File: src/rtl/inst_fetch_port.sv
// inst_fetch_port: responder side of the instruction-fetch interface.
// Takes pc/inst_en from the PC stage, runs a req/ack read on the instruction
// bus, returns the word to decode and holds the PC via stallreq while a fetch
// is in flight. Handles flush mid-fetch, bus timeout and misaligned pc.
// Optional macro IFP_LASTHIT_EN adds a one-entry last-address/word buffer
// that short-circuits a repeat fetch of the same address.
module inst_fetch_port #(
  parameter int TIMEOUT_CYC = 256
) (
  input  logic        clk,
  input  logic        rst,
  input  logic        inst_en,
  input  logic [31:0] pc,
  input  logic        flush,
  output logic [31:0] inst,
  output logic        inst_valid,
  output logic        inst_err,
  output logic        stallreq,
  output logic        ibus_req,
  output logic [31:0] ibus_addr,
  input  logic        ibus_ack,
  input  logic [31:0] ibus_rdata
);

  localparam int TW = (TIMEOUT_CYC > 1) ? $clog2(TIMEOUT_CYC) : 1;
  localparam logic [TW-1:0] TMAX = TW'(TIMEOUT_CYC - 1);

  typedef enum logic [1:0] {IDLE, REQ, DISCARD, DONE} state_e;

  state_e        state_q, state_d;
  logic          ibus_req_q, ibus_req_d;
  logic [31:0]   ibus_addr_q, ibus_addr_d;
  logic [31:0]   inst_q, inst_d;
  logic          inst_err_q, inst_err_d;
  logic [TW-1:0] timer_q, timer_d;
  logic          tmo;

`ifdef IFP_LASTHIT_EN
  logic          lh_vld_q, lh_vld_d;
  logic [31:0]   lh_addr_q, lh_addr_d;
  logic [31:0]   lh_data_q, lh_data_d;
  logic          lh_hit;

  assign lh_hit = lh_vld_q && (pc == lh_addr_q);
`endif

  // Timer has reached its last permitted cycle without an ack.
  assign tmo = (timer_q == TMAX) && !ibus_ack;

  // Next-state and registered-output computation.
  always_comb begin
    state_d     = state_q;
    ibus_req_d  = ibus_req_q;
    ibus_addr_d = ibus_addr_q;
    inst_d      = inst_q;
    inst_err_d  = inst_err_q;
    timer_d     = timer_q;
`ifdef IFP_LASTHIT_EN
    lh_vld_d    = lh_vld_q;
    lh_addr_d   = lh_addr_q;
    lh_data_d   = lh_data_q;
`endif
    unique case (state_q)
      IDLE: begin
        if (inst_en && !flush) begin
`ifdef IFP_LASTHIT_EN
          if (lh_hit) begin
            inst_d     = lh_data_q;
            inst_err_d = 1'b0;
            state_d    = DONE;
          end else
`endif
          if (pc[1:0] == 2'b00) begin
            ibus_addr_d = {pc[31:2], 2'b00};
            ibus_req_d  = 1'b1;
            timer_d     = '0;
            state_d     = REQ;
          end else begin
            // Misaligned: no bus cycle; the PC stage raises the exception.
            inst_d     = 32'h0;
            inst_err_d = 1'b0;
            state_d    = DONE;
          end
        end
      end
      REQ: begin
        timer_d = timer_q + 1'b1;
        if (ibus_ack) begin
          ibus_req_d = 1'b0;
          if (!flush) begin
            inst_d     = ibus_rdata;
            inst_err_d = 1'b0;
            state_d    = DONE;
`ifdef IFP_LASTHIT_EN
            lh_vld_d   = 1'b1;
            lh_addr_d  = ibus_addr_q;
            lh_data_d  = ibus_rdata;
`endif
          end else begin
            state_d = IDLE;
          end
        end else if (timer_q == TMAX) begin
          ibus_req_d = 1'b0;
          inst_d     = 32'h0;
          if (flush) begin
            state_d = IDLE;
          end else begin
            inst_err_d = 1'b1;
            state_d    = DONE;
          end
        end else if (flush) begin
          // Request stays up until the slave acks or we time out.
          state_d = DISCARD;
        end
      end
      DISCARD: begin
        timer_d = timer_q + 1'b1;
        if (ibus_ack || timer_q == TMAX) begin
          ibus_req_d = 1'b0;
          state_d    = IDLE;
        end
      end
      DONE: state_d = IDLE;
      default: state_d = IDLE;
    endcase
`ifdef IFP_LASTHIT_EN
    // Flush or a timeout invalidates the buffered word.
    if (flush || ((state_q == REQ || state_q == DISCARD) && tmo))
      lh_vld_d = 1'b0;
`endif
  end

  // State registers with synchronous reset.
  always_ff @(posedge clk) begin
    if (rst) begin
      state_q     <= IDLE;
      ibus_req_q  <= 1'b0;
      ibus_addr_q <= 32'h0;
      inst_q      <= 32'h0;
      inst_err_q  <= 1'b0;
      timer_q     <= '0;
`ifdef IFP_LASTHIT_EN
      lh_vld_q    <= 1'b0;
      lh_addr_q   <= 32'h0;
      lh_data_q   <= 32'h0;
`endif
    end else begin
      state_q     <= state_d;
      ibus_req_q  <= ibus_req_d;
      ibus_addr_q <= ibus_addr_d;
      inst_q      <= inst_d;
      inst_err_q  <= inst_err_d;
      timer_q     <= timer_d;
`ifdef IFP_LASTHIT_EN
      lh_vld_q    <= lh_vld_d;
      lh_addr_q   <= lh_addr_d;
      lh_data_q   <= lh_data_d;
`endif
    end
  end

  // Stall and valid are decoded from the current state.
  always_comb begin
    stallreq = 1'b0;
    unique case (state_q)
      IDLE:         stallreq = inst_en && !flush;
      REQ, DISCARD: stallreq = 1'b1;
      default:      stallreq = 1'b0;
    endcase
  end

  assign inst_valid = (state_q == DONE) && !flush;
  assign inst       = inst_q;
  assign inst_err   = inst_err_q;
  assign ibus_req   = ibus_req_q;
  assign ibus_addr  = ibus_addr_q;

endmodule

File: config.mk
export PLATFORM = sky130hd
export DESIGN_NAME = inst_fetch_port
export DESIGN_NICKNAME = d
export VERILOG_FILES = /design/src/rtl/inst_fetch_port.sv
export SDC_FILE = /design/constraint.sdc
export NUM_CORES = 1
export LEC_CHECK = 0
export ABC_AREA = 1
export CORE_ASPECT_RATIO = 1.5
export CORE_MARGIN = 3
export CORE_UTILIZATION = 23
export DETAILED_ROUTE_END_ITERATION = 10
export PLACE_DENSITY_LB_ADDON = 0.15
export SETUP_SLACK_MARGIN = 0.02
export SLEW_MARGIN = 15
export SYNTH_ARGS = -nofsm -noshare
export SYNTH_HDL_FRONTEND = slang
export SYNTH_SLANG_ARGS = --single-unit
export TNS_END_PERCENT = 20
File: constraint.sdc
create_clock -name clk -period 1.7 [get_ports clk]
set_clock_uncertainty 0.05 [all_clocks]
set_input_delay 0.255 -clock clk [delete_from_list [all_inputs] [get_ports clk]]
set_output_delay 0.255 -clock clk [all_outputs]
set_load 0.005 [all_outputs]
Yosys cells after proc, flatten, opt, wreduce, memory -nomap -nowiden. Cells that the tools add are included.

Register bits: 74. Input bits: 69. Output and inout bits: 68. Word-level logic and storage cells: 66.

$add $sub $neg: 1. Eq/ne operators: 12. Multiplexer cells: 31. Reduce and logical (&&, ||, !) cells: 16.

Operators with widths (count): two-way mux 32 bit (5); one-hot mux 32 bit (2 select lines) (1); two-way mux 8 bit (2); one-hot mux 8 bit (2 select lines) (1); two-way mux 2 bit (7); two-way mux 1 bit (11); AND reduction 5 bit (2); inequality test 3 bit, second input constant (3); AND reduction 3 bit (3); adder 8 x 1 -> 8 bit, second input constant (1); equality test 8 bit, second input constant (1); inequality test 2 bit, second input constant (4); one-hot mux 2 bit (4 select lines) (1); AND reduction 6 bit (1); equality test 2 bit, second input constant (2); logical NOT 2 bit (2); inequality test 4 bit, second input constant (1); one-hot mux 1 bit (2 select lines) (2); nonzero test 2 bit (2); one-hot mux 1 bit (3 select lines) (1); nonzero test 3 bit (1); equality test 2 x 1 -> 1 bit, second input constant (1); logical AND 1 bit (2); OR reduction 2 bit (1); 2 further kinds (2).

Longest topological paths before layout.
Depth after elaboration: 4. Depth in mapped cells: 13. Mapped depth without buffers: 12.

Least setup slack after synthesis. No wires, ideal clock.

Path type: register to register. Start: reg state_q[0]. End: reg timer_q[4]. Setup time: 115 ps. Arrival: 1482 ps. Data required time: 1535 ps. Path slack: 53 ps. Stages on the path, launching flop included: 10. Buffers on the path: 2. Period minus slack after synthesis: 1647 ps. Path through: dfxtp_1 inv_1 ha_1 clkbuf_1 nand2_1 nand2_1 buf_4 nand3_1 nand2_1 nor2_1.

Longest elaborated chain between the ends: 4. Elaborated cells between the ends (all ways): 9. Those cells by class: 4 x eq/ne; 1 x mux; 4 x reduce/logical.

Ends and longest elaborated chain: start: declaration (RTL line 30) `state_e state_q, state_d;`; start signal: assignment (RTL line 148) `state_q <= state_d;`; equality test 2 x 1 -> 1 bit or equality test 2 bit (tied branches) (RTL line 63) `unique case (state_q)`; OR reduction 2 bit (no line); nonzero test 2 bit (no line); AND reduction 3 bit (no line); end signal: assignment (RTL line 153) `timer_q <= timer_d;`; end: declaration (RTL line 35) `logic [TW-1:0] timer_q, timer_d;`.

Parallel ways exist; a longest one is shown, timed or not. A chain may end at the register's enable or synchronous reset.

Worst setup path in the final report.
Start: reg state_q[0]. End: out inst_valid.

Longest elaborated chain between the ends: 2.

Ends and longest elaborated chain: equality test 2 bit (RTL line 172) `assign inst_valid = (state_q == DONE) && !flush;`; logical AND 1 bit (RTL line 172); end: declaration (RTL line 16) `output logic inst_valid,`.

No other way between the ends.

==> impl_summary.txt <==
----------------------------------------------------
[Critical path]
  Chain of cells forming the critical path ... buf_4 -> ha_2 -> inv_2 -> nor2_1 -> clkdlybuf4s15_1
  Worst path slowest cell ... dfxtp_4
  CP top delay family ... flip-flops
  Source of the worst register-to-register timing path ... state_q[0]$_SDFFE_PP0P_
  Slowest cell delay on critical path ... 370 ps
  Worst Reg-to-Reg Cells ... 11
  CP Class ... register to output port
  Largest fanout on the critical path ... 3
  Critical Path RT ... 1390 ps
  R2r endpoint ... inst[20]$_SDFFE_PP0P_
  Sort of element at the end of the critical path ... output port
  Startpoint type of the worst setup path ... register
  Critical path arrival ... 1310 ps
  Number of buffer and inverter instances along the worst setup path ... 3
  Slack of the worst reg-to-reg path ... 130 ps

[Drt]
  Number of remaining DRC errors ... 0
  Wire length after detailed routing ... 9.80 mm
  Router iterations before antenna repair ... 4
  Overall via count from detail_route ... 3440
  DRC violation total after the first TritonRoute iteration ... 107
  Count of antenna-violating nets left after detailed routing ... 0
  WL per Instance ... 11.6 µm
  Post-DR vias/cell ... 4.06

[Placement]
  Total placed instance area ... 5230 µm²
  Number of buffer cells added on primary ports ... 134
  Post-DP HPWL ... 7.38 mm
  Weighted congestion at the end of routability-driven global placement ... 0.770

[Yosys]
  Largest cells by area after synthesis ... dfxtp_1 42%, nor2_1 13%, nand2_1 11%
  Flip-flop and latch count after synthesis ... 74
  Number of warnings printed during yosys synthesis ... 0
  Yosys cell types ... 22
  Post-synthesis cell count ... 486
  Synth top area share ... 42.4%
  Cell area after synthesis ... 3490 µm²
  Avg Synthesized Cell Area ... 7.19 µm²
  Portion of the post-synthesis area used by sequential elements ... 42.4%
  Post-synthesis cell type with the largest combined area ... dfxtp_1

[Global routing]
  Total global routing track utilization ... 12.0%
  First-pass GRT wire length ... 16.4 mm
  Antenna violations before repair ... 0
  GR met3 Demand/Resource ... 4.43%
  Layer with the highest usage after global routing ... met2
  Overflow left after global routing ... 0
  Routing usage on met2 ... 21.0%
  Number of global-route vias before repair ... 3513
  Largest net degree at the start of global routing ... 37
  Grt met1 use ... 13.6%

[Final layout]
  Nets@finish ... 722
  Fin area ... 5660 µm²
  Synthesis-to-layout area growth ... 62.0%
  Share of final-layout standard cells stronger than drive strength 1 ... 22.4%
  Final antenna diode count ... 0

[Power and ir drop]
  Comb pwr share ... 51.6%
  Fraction of power consumed by sequential logic ... 26.9%
  Power per Cell Area ... 1670 nW/µm²
  Overall power after layout ... 9420 µW
  Net switching power of the design ... 3360 µW
  Net switching share of the total power ... 35.7%
  Cell leakage power ... 0.00227 µW
  Clock power frac ... 21.5%
  Internal power ... 6060 µW
  Worst supply voltage drop on vdd ... 0.000593 V

[Timing]
  Unrepaired setup endpoints after global routing ... false
  Highest achievable clock rate ... 620 MHz
  Fin crit period ... 1610 ps
  Post-route clock period utilization ... 94.9%
  Total setup violations reported at the end of the flow ... 0
  Number of endpoints with negative hold slack in the final report ... 0
  Worst-case hold slack ... 430 ps
  Number of pins with negative max-slew slack in the final report ... 0
  Sum Neg Setup Slack ... 0 ps

[Floorplan]
  Initial cell density of the core ... 23.7%
  Width of the die ... 107 µm
  Number of I/O pins ... 137
  Vert. Die Dim ... 157 µm
  Number of rows in the core area ... 54
  Total Die Area ... 16700 µm²
  Core Box Area ... 14700 µm²

[Hold path]
  Hold Crit Start ... ibus_addr[16]$_SDFFE_PP0P_
  Worst Hold Path EP ... ibus_addr[16]$_SDFFE_PP0P_
  Cell depth of the worst min-delay path ... 2
  Hold/Removal Path Class ... register to register

[Clock network]
  Clock latency on the worst-skew pair ... 330 ps
  Number of buffers created by CTS ... 9
  Number of sinks handled by clock tree synthesis ... 74
  Clock tree from TritonCTS ... yes
  Root Buffer Master ... clkbuf_16
  Maximum level of the CTS H-tree ... 3
  Number of buffers inserted by hold repair at cts ... 0
  Clk buf depth ... 2
  Clk slew on worst S/H paths ... 60 ps

[Run status]
  Result of the run ... finished clean

[Job]
  Maximum capacitance violations ... 0

----------------------------------------------------
[routing by layer]
| metal | vias to the layer above | share of wire, % | wire length, µm |
|---|---|---|---|
| met3 | 10 | 7.9 | 773 |
| li1 | 1819 | - | - |
| met1 | 1509 | 42 | 4140 |
| met4 | 0 | 0.98 | 96 |
| met2 | 102 | 49 | 4790 |
| met5 | - | 0 | 0 |
[layout make-up]
cell class,count,area (µm²)
clock inverter,7,93.8
clock buffer,9,225
timing repair buffer,175,1760
sequential,74,1490
multi-input combinational,361,1740
inverter,26,110
fill,1602,9070
tap,196,245
[through the flow]
stage	cells	setup slack (ps)	util (%)
after floorplan	487	53.2	-
after global placement	830	-214	35.5
after detailed placement	830	-235	35.5
after CTS	847	11.5	38.2
after global routing	848	26.2	38.4
final	848	86.8	38.4
[flip-flops by register name (all words and copies together) (netlist names)]
name,cells
inst,32
ibus_addr,30
timer_q,8
state_q,2
ibus_req,1
inst_err,1
[how the worst max path moves through the flow]
| stage | from | endpoint | slack, ps | depth (start not counted) |
|---|---|---|---|---|
| floorplan | state_q[0]$_SDFFE_PP0P_ | timer_q[4]$_SDFFE_PP0P_ | 50 | 9 |
| global placement | inst_en | inst[16]$_SDFFE_PP0P_ | -210 | 12 |
| detailed placement | inst_en | inst[18]$_SDFFE_PP0P_ | -240 | 12 |
| CTS | state_q[0]$_SDFFE_PP0P_ | inst_valid | 10 | 5 |
| global route | state_q[0]$_SDFFE_PP0P_ | inst_valid | 30 | 5 |
| finish | state_q[0]$_SDFFE_PP0P_ | inst_valid | 90 | 5 |
[power by group through the flow]
stage / clock network, µW / logic, µW / registers (µW)
after global routing: 2190 / 5450 / 2600
after global placement: 0 / 4510 / 2550
after detailed placement: 0 / 4590 / 2560
final: 2020 / 4870 / 2530
after CTS: 2120 / 4880 / 2540
after floorplan: 0 / 2880 / 2580
[kinds of logic (layout without fill, tap and decap cells)]
kind of cell / Yosys count / in the layout / share of synthesized area, %
buffers and inverters: 52 / 217 / 9.28
other: 1 / 2 / 0.107
AO/OA/AOI/OAI: 42 / 42 / 6.02
adder cells (fa/ha/maj): 6 / 6 / 2.15
AND/OR/NAND/NOR: 311 / 311 / 40.0
flip-flops: 74 / 74 / 42.4
[repair_timing]
action                     CTS  global route
pin swaps                    1             1
setup endpoints to repair   33            30
setup buffers                0             1
gates resized for setup     17            12
gates cloned                 1             0
[cell usage after synthesis]
master,n
a21oi_1,11
buf_12,6
buf_2,4
buf_4,5
clkbuf_1,11
conb_1,1
dfxtp_1,74
ha_1,6
inv_1,21
inv_2,4
inv_8,1
nand2_1,102
nand2_2,38
nand2_4,2
nand3_1,19
nand3_2,1
nand3b_1,1
nand4_1,4
nor2_1,117
nor2_2,25
nor2_4,2
o21ai_0,31
[tightest hold or removal path, delay by kind of cell, from the launching register on]
family / cells / cell delay, ps
simple gates: 2 / 130
flops: 1 / 320
[cell usage in the layout, fill, tap and decap left out, types with 2 or more instances in the layout]
cell	synthesis	layout
nand2_4	2	2
ha_1	6	2
inv_2	4	8
dfxtp_1	74	70
nand2_2	38	38
o21ai_0	31	31
a21oi_1	11	9
buf_4	5	32
nand3_1	19	19
nand4_1	4	4
buf_16	0	2
dfxtp_2	0	3
nor2_2	25	25
nand2_1	102	102
conb_1	1	2
nor2_4	2	3
buf_12	6	5
a21oi_2	0	2
ha_2	0	2
nor2_1	117	116
inv_1	21	17
clkbuf_16	0	9
clkinv_2	0	2
ha_4	0	2
bufinv_16	0	2
clkdlybuf4s50_1	0	132
clkinvlp_4	0	2
Note: power is estimated with default switching activity, not from simulation.
